[src/rtl/uart_tx.sv]
// 8-bit UART transmitter (8N1/8N2, LSB first) with a valid/ready byte input.
// uartTx is registered; busy/txReady are decoded from the state register only.
module uart_tx #(
  parameter int unsigned DELAY_FRAMES = 234,
  parameter int unsigned STOP_BITS    = 1
) (
  input  logic       clk,
  input  logic       rstN,
  input  logic [7:0] txData,
  input  logic       txValid,
  output logic       txReady,
  output logic       uartTx,
  output logic       busy
);

  localparam int unsigned CW = (DELAY_FRAMES > 1) ? $clog2(DELAY_FRAMES) : 1;
  localparam logic [CW-1:0] CYC_LAST  = CW'(DELAY_FRAMES - 1);
  localparam logic          STOP_LAST = 1'(STOP_BITS - 1);

  generate
    if (STOP_BITS < 1 || STOP_BITS > 2) begin : g_bad_stop_bits
      $error("uart_tx: STOP_BITS must be 1 or 2");
    end
    if (DELAY_FRAMES < 2) begin : g_bad_delay
      $error("uart_tx: DELAY_FRAMES must be 2 or more");
    end
  endgenerate

  typedef enum logic [1:0] {
    IDLE  = 2'd0,
    START = 2'd1,
    DATA  = 2'd2,
    STOP  = 2'd3
  } state_e;

  state_e        state_q, state_d;
  logic [CW-1:0] cyc_q, cyc_d;
  logic [2:0]    bit_q, bit_d;
  logic [7:0]    shift_q, shift_d;
  logic          stop_q, stop_d;
  logic          tx_q, tx_d;
  logic          cyc_end;

  always_ff @(posedge clk or negedge rstN) begin
    if (!rstN) begin
      state_q <= IDLE;
      cyc_q   <= '0;
      bit_q   <= '0;
      shift_q <= '0;
      stop_q  <= 1'b0;
      tx_q    <= 1'b1;
    end else begin
      state_q <= state_d;
      cyc_q   <= cyc_d;
      bit_q   <= bit_d;
      shift_q <= shift_d;
      stop_q  <= stop_d;
      tx_q    <= tx_d;
    end
  end

  // Next-state logic; tx_d is the line level for the cycle after the edge.
  always_comb begin
    state_d = state_q;
    cyc_d   = cyc_q;
    bit_d   = bit_q;
    shift_d = shift_q;
    stop_d  = stop_q;
    tx_d    = tx_q;
    cyc_end = (cyc_q == CYC_LAST);

    case (state_q)
      IDLE: begin
        tx_d = 1'b1;
        if (txValid) begin
          state_d = START;
          cyc_d   = '0;
          bit_d   = '0;
          stop_d  = 1'b0;
          shift_d = txData;
          tx_d    = 1'b0;
        end
      end
      START: begin
        if (cyc_end) begin
          cyc_d   = '0;
          state_d = DATA;
          tx_d    = shift_q[0];
        end else begin
          cyc_d = cyc_q + CW'(1);
        end
      end
      DATA: begin
        if (cyc_end) begin
          cyc_d   = '0;
          shift_d = shift_q >> 1;
          bit_d   = bit_q + 3'd1;
          // Exit is decoded at count 7 rather than relying on the wrap to 0.
          if (bit_q == 3'd7) begin
            state_d = STOP;
            tx_d    = 1'b1;
          end else begin
            tx_d = shift_q[1];
          end
        end else begin
          cyc_d = cyc_q + CW'(1);
        end
      end
      STOP: begin
        tx_d = 1'b1;
        if (cyc_end) begin
          cyc_d = '0;
          if (stop_q == STOP_LAST) begin
            state_d = IDLE;
          end else begin
            stop_d = stop_q + 1'b1;
          end
        end else begin
          cyc_d = cyc_q + CW'(1);
        end
      end
      default: begin
        state_d = IDLE;
        tx_d    = 1'b1;
      end
    endcase
  end

  assign uartTx  = tx_q;
  assign busy    = (state_q != IDLE);
  assign txReady = (state_q == IDLE);

endmodule

[config.mk]
export PLATFORM = sky130hd
export DESIGN_NAME = uart_tx
export DESIGN_NICKNAME = d
export VERILOG_FILES = /design/src/rtl/uart_tx.sv
export SDC_FILE = /design/constraint.sdc
export NUM_CORES = 1
export LEC_CHECK = 0
export CORE_ASPECT_RATIO = 1.5
export CORE_MARGIN = 2
export CORE_UTILIZATION = 38
export DETAILED_ROUTE_END_ITERATION = 6
export SLEW_MARGIN = 5
export SYNTH_ARGS = -nofsm -noshare
export SYNTH_HDL_FRONTEND = slang
export SYNTH_SLANG_ARGS = --single-unit
[constraint.sdc]
create_clock -name clk -period 3.8 [get_ports clk]
set_input_delay 0.76 -clock clk [delete_from_list [all_inputs] [get_ports clk]]
set_output_delay 0.76 -clock clk [all_outputs]
set_load 0.02 [all_outputs]
==> impl_metrics.csv, run 1 <==
group,metric,value,unit
run_status,outcome,"finished clean",
die,dieArea,3780,µm²
routing,wl_per_cell,14.5,µm
yosys,synth_area_per_cell,10.5,µm²
die,die_x,50.9,µm
global_routing,grt_pass1_vias,944,
sta,hold_viol,0,
finish,regArea,552,µm²
yosys,synth_top_area_share,41.9,%
yosys,ys_types,38,
sta,relSlewSlack,33.8,%
worst_hold_path,hp-class,"reg -> reg",
finish,layout-drive-gt1-share,11.5,%
routing,postRouteAntennaNets,0,
setup_path,crit_arrival,1.95,ns
routing,routed_wl,2.46,mm
die,core,3160,µm²
sta,post-route-period-util,71.2,%
setup_path,crit_fanout,11,
finish,fillers,309,
finish,syn_to_final_growth,14.9,%
sta,maxSlewViolCount,0,
clocking,cts_resized,0,
clocking,clock-sinks,22,
routing,via_count,931,
global_routing,antenna_found_initial,0,
yosys,synth_seq_cells,22,
finish,multiInputGateArea,607,µm²
yosys,synth_area_leaders,"dfrtp_1 42%, ha_1 9.0%, o21ai_0 4.8%, o21a_1 4.2%, buf_6 3.6%",
setup_path,path_class,"reg -> out",
pwr,p_leak,0.594,nW
clocking,postCtsHoldBufs,0,
clocking,clockBufferDepth,2,
sta,setup_violations,0,
die,io_pins,14,
sta,fin_worst_skew,0.00483,ns
yosys,synthFlopType,"dfrtp_1",
clocking,clockRootBuffer,"clkbuf_8",
yosys,synth_top_area_cell,"dfrtp_1",
yosys,synthArstFlopShare,100,%
global_routing,overflow,0,
sta,worst_pin_slew,0.991,ns
clocking,clock_latency,0.26,ns
clocking,clk_pin_slew_worst_paths,0.08,ns
clocking,cts_inserted_buffers,3,
routing,route.detailed.drc,0,
sta,fin_tns_setup,0,ns
flow_run,maxCapViolations,0,
yosys,synthCells,119,
die,die_y,74.3,µm
finish,nNetsFinal,151,
routing,drt_iter0_drc,34,
setup_path,critPathCaptureType,"output port",
yosys,ys_seq_area_share,44.0,%
yosys,syn-num-nets,139,
placed_design,gp_congestion,0.790,
pwr,peakVddDrop,0.238,mV
placed_design,dpl.hpwl,1.84,mm
pwr,powerDensity,324,nW/µm²
routing,dr.pass1.iters,4,
global_routing,grt.total_usage,15.2,%
yosys,synth_edf_count,0,
placed_design,portBuffers,13,
finish,antenna_cells,0,
die,num_rows,25,
clocking,cts_tree,"yes",
clocking,htreeDepth,1,
yosys,synthesis.area,1250,µm²
die,start_util,39.7,%
sta,min_period,2.71,ns
sta,hold_ws,0.493,ns
setup_path,cp-start-kind,"flip-flop",
yosys,synth_warnings,0,
global_routing,grt_max_degree,23,
clocking,post_cts_buffers,0,
sta,max_freq,0.369,GHz
setup_path,cp.required,3.04,ns
global_routing,grt_pass1_wl,4.35,mm
sta,rsz0062_at_grt,"false",
routing,via_per_inst,5.48,
==> layer usage <==
| layer | up-vias | track usage [%] | wire length [µm] |
|---|---|---|---|
| li1 | 461 | - | - |
| met1 | 449 | 18.2 | 1020 |
| met2 | 17 | 26.6 | 1320 |
| met3 | 4 | 1.81 | 70 |
| met4 | 0 | 7.81 | 51 |
| met5 | - | 0 | 0 |
==> registers in the layout (all words and copies together), names as in the netlist <==
register	count
bit_q	3
state_q	2
cyc_q	8
uartTx	1
shift_q	8
==> report_power, final <==
| part | internal, W | switching (W) |
|---|---|---|
| combinational | 0.00000897 | 0.00000677 |
| clock | 0.000141 | 0.0000757 |
| sequential | 0.000234 | 0 |
==> critical path: stages, from the launching register on <==
cell and delay (ns):
dfrtp_1 0.43, inv_1 0.12, ha_1 0.41, inv_1 0.16, clkdlybuf4s50_1 0.57
==> layout make-up <==
type | count | share of cell area (%)
Multi-Input combinational cell | 83 | 42.1
Sequential cell | 22 | 38.3
Timing Repair Buffer | 13 | 9.04
Tap cell | 40 | 3.48
Clock buffer | 3 | 2.87
Clock inverter | 1 | 2.09
Inverter | 8 | 2.09
==> synth_stat cells (all sizes together) (2+ instances only) <==
master	number
a21o	2
a21oi	4
buf	6
dfrtp	21
ha	9
inv	8
mux2	2
nand2	7
nand3	5
nand3b	2
nor4	3
o21a	7
o21ai	13
o22a	7
o22ai	2
o31ai	2
or2	2
==> layout by cell type, fill, tap and decap left out, types with 2 or more instances in the layout <==
cell type	synthesis	routed
mux2_2	2	2
ha_1	9	9
o22a_1	4	4
a21oi_1	4	4
nand2_1	7	7
o21ai_0	12	12
a21o_1	2	2
nor4_1	3	3
nand3b_1	2	2
o21a_1	7	7
dfrtp_1	21	21
clkdlybuf4s50_1	0	13
o22ai_1	2	2
inv_1	8	8
nand3_1	5	5
or2_2	2	2
o31ai_1	2	2
o22a_2	3	3
clkbuf_8	0	3
==> logic make-up (layout without fill, tap and decap cells) <==
family,count (synthesis),in the layout,share of synthesized area (%)
mux,2,2,1.80
flops,22,22,44.0
compound gates,43,43,23.5
fa+ha+maj,9,9,8.98
buf+inv,14,25,7.58
simple gates,29,29,14.2
==> through the flow <==
| step | utilization, % | cell area, µm² | total power, W | std cells | setup slack, ns |
|---|---|---|---|---|---|
| 6_report | 45.6 | 1440 | 0.000466 | 170 | 1.09 |
| 5_1_grt | 45.6 | 1440 | 0.000484 | 170 | 0.996 |
| 4_1_cts | 45.6 | 1440 | 0.000474 | 170 | 1.10 |
| 2_1_floorplan | - | 1250 | 0.000239 | 119 | 1.52 |
| 3_5_place_dp | 43.3 | 1370 | 0.000255 | 166 | 1.24 |
| 3_3_place_gp | 43.3 | 1370 | 0.000255 | 166 | 1.28 |
==> final timing paths <==
check	startpoint	endpoint	slack (ns)	cells past startpoint
max	state_q[0]$_DFFE_PN0P_	busy	1.09	4
min	shift_q[4]$_DFFE_PN0P_	shift_q[4]$_DFFE_PN0P_	0.49	1
max reg2reg	state_q[0]$_DFFE_PN0P_	shift_q[3]$_DFFE_PN0P_	1.60	6
min reg2reg	shift_q[4]$_DFFE_PN0P_	shift_q[4]$_DFFE_PN0P_	0.49	1
max in group asynchronous	rstN	shift_q[4]$_DFFE_PN0P_	2.16	1
min in group asynchronous	rstN	cyc_q[3]$_DFFE_PN0P_	1.04	1
No activity file was read; power rests on OpenSTA's default activity.
==> inputs of run 2 (changes only) <==
Clock period 3.8 ns to 2.35 ns, I/O delays scaled along.
==> impl_metrics.csv, run 2 (synthesized netlist as in run 1, its figures left out) <==
group,metric,value,unit
finish,syn_to_final_growth,16.2,%
placed_design,gp_congestion,0.709,
clocking,clockBufferDepth,2,
routing,drt_iter0_drc,13,
routing,route.detailed.drc,0,
clocking,cts_tree,"yes",
sta,worst_pin_slew,0.532,ns
routing,routed_wl,2.38,mm
sta,min_period,2.22,ns
sta,fin_tns_setup,0,ns
global_routing,grt_pass1_wl,4.17,mm
clocking,clock_latency,0.26,ns
setup_path,rr_worst_depth,6,
setup_path,cp.required,1.88,ns
global_routing,antenna_found_initial,0,
routing,via_count,960,
setup_path,worst_path_max_delay_cell,"clkdlybuf4s50_1",
pwr,peakVddDrop,0.384,mV
global_routing,grt_pass1_vias,994,
global_routing,overflow,0,
sta,setup_violations,0,
sta,hold_viol,0,
finish,fillers,304,
sta,fin_worst_skew,0.00162,ns
clocking,post_cts_buffers,0,
finish,layout-drive-gt1-share,14.2,%
clocking,clock-sinks,22,
worst_hold_path,hp-class,"in -> async",
die,die_x,50.9,µm
finish,antenna_cells,0,
routing,dr.pass1.iters,4,
die,io_pins,14,
routing,wl_per_cell,13.7,µm
sta,rsz0062_at_grt,"false",
setup_path,crit_arrival,1.75,ns
flow_run,maxCapViolations,0,
die,num_rows,25,
clocking,clockRootBuffer,"clkbuf_8",
setup_path,critical-path-top-delay-family,"buffers and inverters",
sta,relSlewSlack,64.3,%
die,core,3160,µm²
setup_path,crit_fanout,6,
clocking,clk_pin_slew_worst_paths,0.08,ns
placed_design,portBuffers,13,
finish,mostFrequentLayoutCell,"dfrtp_1",
finish,reg_top3,"cyc_q: 8 flops, shift_q: 8 flops, bit_q: 3 flops",
die,start_util,39.7,%
setup_path,cp-startpoint,"state_q[0]$_DFFE_PN0P_",
setup_path,cp.depth,3,
routing,postRouteAntennaNets,0,
sta,max_freq,0.451,GHz
setup_path,cp-start-kind,"flip-flop",
finish,nNetsFinal,155,
die,die_y,74.3,µm
setup_path,r2r_start,"cyc_q[1]$_DFFE_PN0P_",
finish,post-route-util,46.1,%
setup_path,path_cells,"inv_1, ha_1, clkdlybuf4s50_1",
pwr,powerDensity,462,nW/µm²
setup_path,crit_path_max_incr_delay,0.65,ns
global_routing,grt.total_usage,14.3,%
pwr,p_leak,0.607,nW
run_status,outcome,"finished clean",
sta,post-route-period-util,94.3,%
clocking,htreeDepth,1,
clocking,cts_inserted_buffers,3,
routing,via_per_inst,5.52,
global_routing,grt_max_degree,16,
sta,maxSlewViolCount,0,
die,dieArea,3780,µm²
setup_path,critPathCaptureType,"output port",
setup_path,path_class,"reg -> out",
finish,layout_common_cells,"21 x dfrtp_1, 12 x o21ai_0, 12 x clkdlybuf4s50_1",
setup_path,crit_buf_inv,2,
## run 2: report_power, final
group	switching, W	internal (W)
clock	0.000118	0.000149
combinational	0.0000114	0.0000166
sequential	0	0.000378
## run 2: path summary, 6_finish.rpt
check	end	slack, ns
setup / recovery	txReady	0.13
hold / removal	cyc_q[4]$_DFFE_PN0P_	0.49
min in group clk	shift_q[3]$_DFFE_PN0P_	0.50
hold reg to reg	shift_q[3]$_DFFE_PN0P_	0.50
max in group asynchronous	bit_q[2]$_DFFE_PN0P_	1.34
setup reg to reg	state_q[1]$_DFFE_PN0P_	0.28
## run 2: what timing repair did
item                                   4_1_cts  5_1_grt
hold buffers                                 0        0
endpoints found under the hold margin        0        0
setup endpoints to repair                    0        1
resized for setup                            0        1
## run 2: metrics by stage
| stage | worst slack, ns | instance area, µm² | hold slack, ns | total power [W] | cells |
|---|---|---|---|---|---|
| after global routing | 0.0311 | 1460 | 0.502 | 0.000698 | 174 |
| after detailed placement | 0.174 | 1400 | 0.485 | 0.000414 | 170 |
| final | 0.135 | 1460 | 0.489 | 0.000673 | 174 |
| after global placement | 0.182 | 1400 | 0.476 | 0.000415 | 170 |
| after CTS | 0.0477 | 1450 | 0.500 | 0.000685 | 174 |
| after floorplan | 0.0712 | 1250 | 0.174 | 0.000386 | 119 |
## run 2: area by class of cell
class                   instances  area [µm²]  share of cell area [%]
repair buffers                 17         163                    11.2
well taps                      40        50.0                    3.44
clock buffers                   4        55.1                    3.78
flip-flops and latches         22         552                    37.9
multi-input cells              83         607                    41.7
inverters                       8        30.0                    2.06
## run 2: metal layers
layer	up-vias	global-route usage [%]	share of wire [%]
li1	473	-	-
met1	475	15.5	41
met2	10	27.6	56
met3	2	2.01	2.5
met4	0	5.41	0.92
met5	-	0	0
==> inputs of run 3 (changes only) <==
Settings changed: CORE_UTILIZATION 38 to 49, PLACE_DENSITY from default to 0.74.
==> impl_metrics.csv, run 3 (synthesized netlist as in run 1, its figures left out) <==
group,metric,value,unit
run_status,outcome,"finished clean",
routing,dr.pass1.iters,4,
sta,hold_viol,0,
setup_path,crit_path_max_incr_delay,0.64,ns
die,io_pins,14,
global_routing,grt_max_degree,15,
clocking,clockRootBuffer,"clkbuf_4",
global_routing,grt_pass1_vias,1006,
finish,reg_top3,"cyc_q: 8 flops, shift_q: 8 flops, bit_q: 3 flops",
finish,regArea,552,µm²
finish,multiInputGateArea,607,µm²
sta,relSlewSlack,67.9,%
pwr,p_leak,0.625,nW
flow_run,maxCapViolations,0,
sta,worst_pin_slew,0.479,ns
clocking,post_cts_buffers,0,
routing,wl_per_cell,16.2,µm
sta,setup_violations,0,
die,dieArea,2990,µm²
die,start_util,51.2,%
die,die_x,45.3,µm
setup_path,cp.required,2.61,ns
setup_path,crit_fanout,14,
setup_path,critPathCaptureType,"flip-flop",
sta,fin_worst_skew,0.00738,ns
placed_design,gp_congestion,0.897,
placed_design,portBuffers,13,
die,core,2450,µm²
clocking,cts_inserted_buffers,3,
sta,maxSlewViolCount,0,
sta,setup_slack,0.254,ns
sta,max_freq,0.477,GHz
finish,syn_to_final_growth,14.6,%
die,num_rows,22,
finish,nNetsFinal,155,
global_routing,grt_pass1_wl,4.44,mm
finish,antenna_cells,0,
sta,min_period,2.10,ns
routing,via_per_inst,6.32,
clocking,clock_latency,0.31,ns
sta,fin_tns_setup,0,ns
routing,routed_wl,2.56,mm
clocking,htreeDepth,1,
routing,route.detailed.drc,0,
placed_design,pre_cts_ws,0.148,ns
die,die_y,66.0,µm
setup_path,crit_arrival,2.35,ns
pwr,peakVddDrop,0.375,mV
placed_design,dpl.hpwl,1.96,mm
global_routing,overflow,0,
clocking,clockBufferDepth,2,
global_routing,grt.total_usage,20.4,%
clocking,clock-sinks,22,
routing,postRouteAntennaNets,0,
finish,layout.cells.non_filler,158,
sta,rsz0062_at_grt,"false",
finish,fillers,220,
global_routing,antenna_found_initial,0,
sta,post-route-period-util,89.2,%
setup_path,cp-start-kind,"flip-flop",
worst_hold_path,hp-class,"in -> async",
routing,drt_iter0_drc,37,
setup_path,worst_path_max_delay_cell,"or4b_4",
finish,layout-drive-gt1-share,14.2,%
pwr,powerDensity,482,nW/µm²
clocking,clk_pin_slew_worst_paths,0.12,ns
setup_path,path_cells,"inv_1, ha_1, nor2b_4, or4b_4, nand2_1, o21a_1",
clocking,postCtsHoldBufs,0,
setup_path,path_class,"reg -> reg",
clocking,cts_tree,"yes",
placed_design,dp.cells,154,
routing,via_count,998,
finish,mostFrequentLayoutCell,"dfrtp_1",
finish,layout_common_cells,"21 x dfrtp_1, 12 x o21ai_0, 11 x clkdlybuf4s50_1",
run 3: changes by cell type in the layout (fill, tap and decap cells not counted), sizes merged:
cell	before	now
clkbuf	4	3
dlymetal6s2s	1	2
bufinv	0	1
clkdlybuf4s50	12	11
run 3: cell type report:
cell class                 count  area share (%)
clock buffer                   3            1.57
timing repair buffer          17            11.5
inverter                       8            2.09
tap                           24            2.09
sequential                    22            38.4
clock inverter                 1            2.09
multi-input combinational     83            42.2
run 3: worst paths after layout:
check	start	cells after the start	slack, ns	to
worst max-delay path	state_q[0]$_DFFE_PN0P_	6	0.25	shift_q[1]$_DFFE_PN0P_
worst min-delay path	rstN	1	0.47	cyc_q[6]$_DFFE_PN0P_
worst max register to register	state_q[0]$_DFFE_PN0P_	6	0.25	shift_q[1]$_DFFE_PN0P_
worst min register to register	shift_q[3]$_DFFE_PN0P_	1	0.51	shift_q[3]$_DFFE_PN0P_
max in group asynchronous	rstN	2	1.33	shift_q[5]$_DFFE_PN0P_
min in group clk	shift_q[3]$_DFFE_PN0P_	1	0.51	shift_q[3]$_DFFE_PN0P_
run 3: per-layer routing:
| metal | global-route usage (%) | part of all wire, % | vias up |
|---|---|---|---|
| li1 | - | - | 475 |
| met1 | 22.9 | 40 | 486 |
| met2 | 36.6 | 54 | 33 |
| met3 | 2.73 | 4.1 | 4 |
| met4 | 8.82 | 1.4 | 0 |
| met5 | 0 | 0 | - |
run 3: repair_timing:
action / in CTS / in global routing
endpoints found under the hold margin: 0 / 0
gates resized for setup: 0 / 2
setup endpoints to repair: 0 / 2
run 3: critical path, delay by kind of cell, from the launching register on:
kind	cells	cell delay (ns)
adder cells (fa/ha/maj)	1	0.29
buffers and inverters	1	0.09
AND/OR/NAND/NOR	3	1.08
flip-flops	1	0.42
AO/OA/AOI/OAI	1	0.16
run 3: per-stage QoR:
stage | util (%) | hold slack [ns] | power, W | cell area, µm²
final | 58.6 | 0.467 | 0.000693 | 1440
after floorplan | - | 0.174 | 0.000386 | 1250
after global placement | 56.3 | 0.474 | 0.000414 | 1380
after CTS | 58.4 | 0.480 | 0.000704 | 1430
after detailed placement | 56.3 | 0.483 | 0.000415 | 1380
after global routing | 58.6 | 0.482 | 0.000723 | 1440
run 3: power by group:
part           switching, W  leakage [nW]  internal, W
Combinational     0.0000119         0.319    0.0000167
Clock              0.000113        0.0279     0.000172
Sequential                0         0.278     0.000379
Total              0.000125         0.625     0.000568
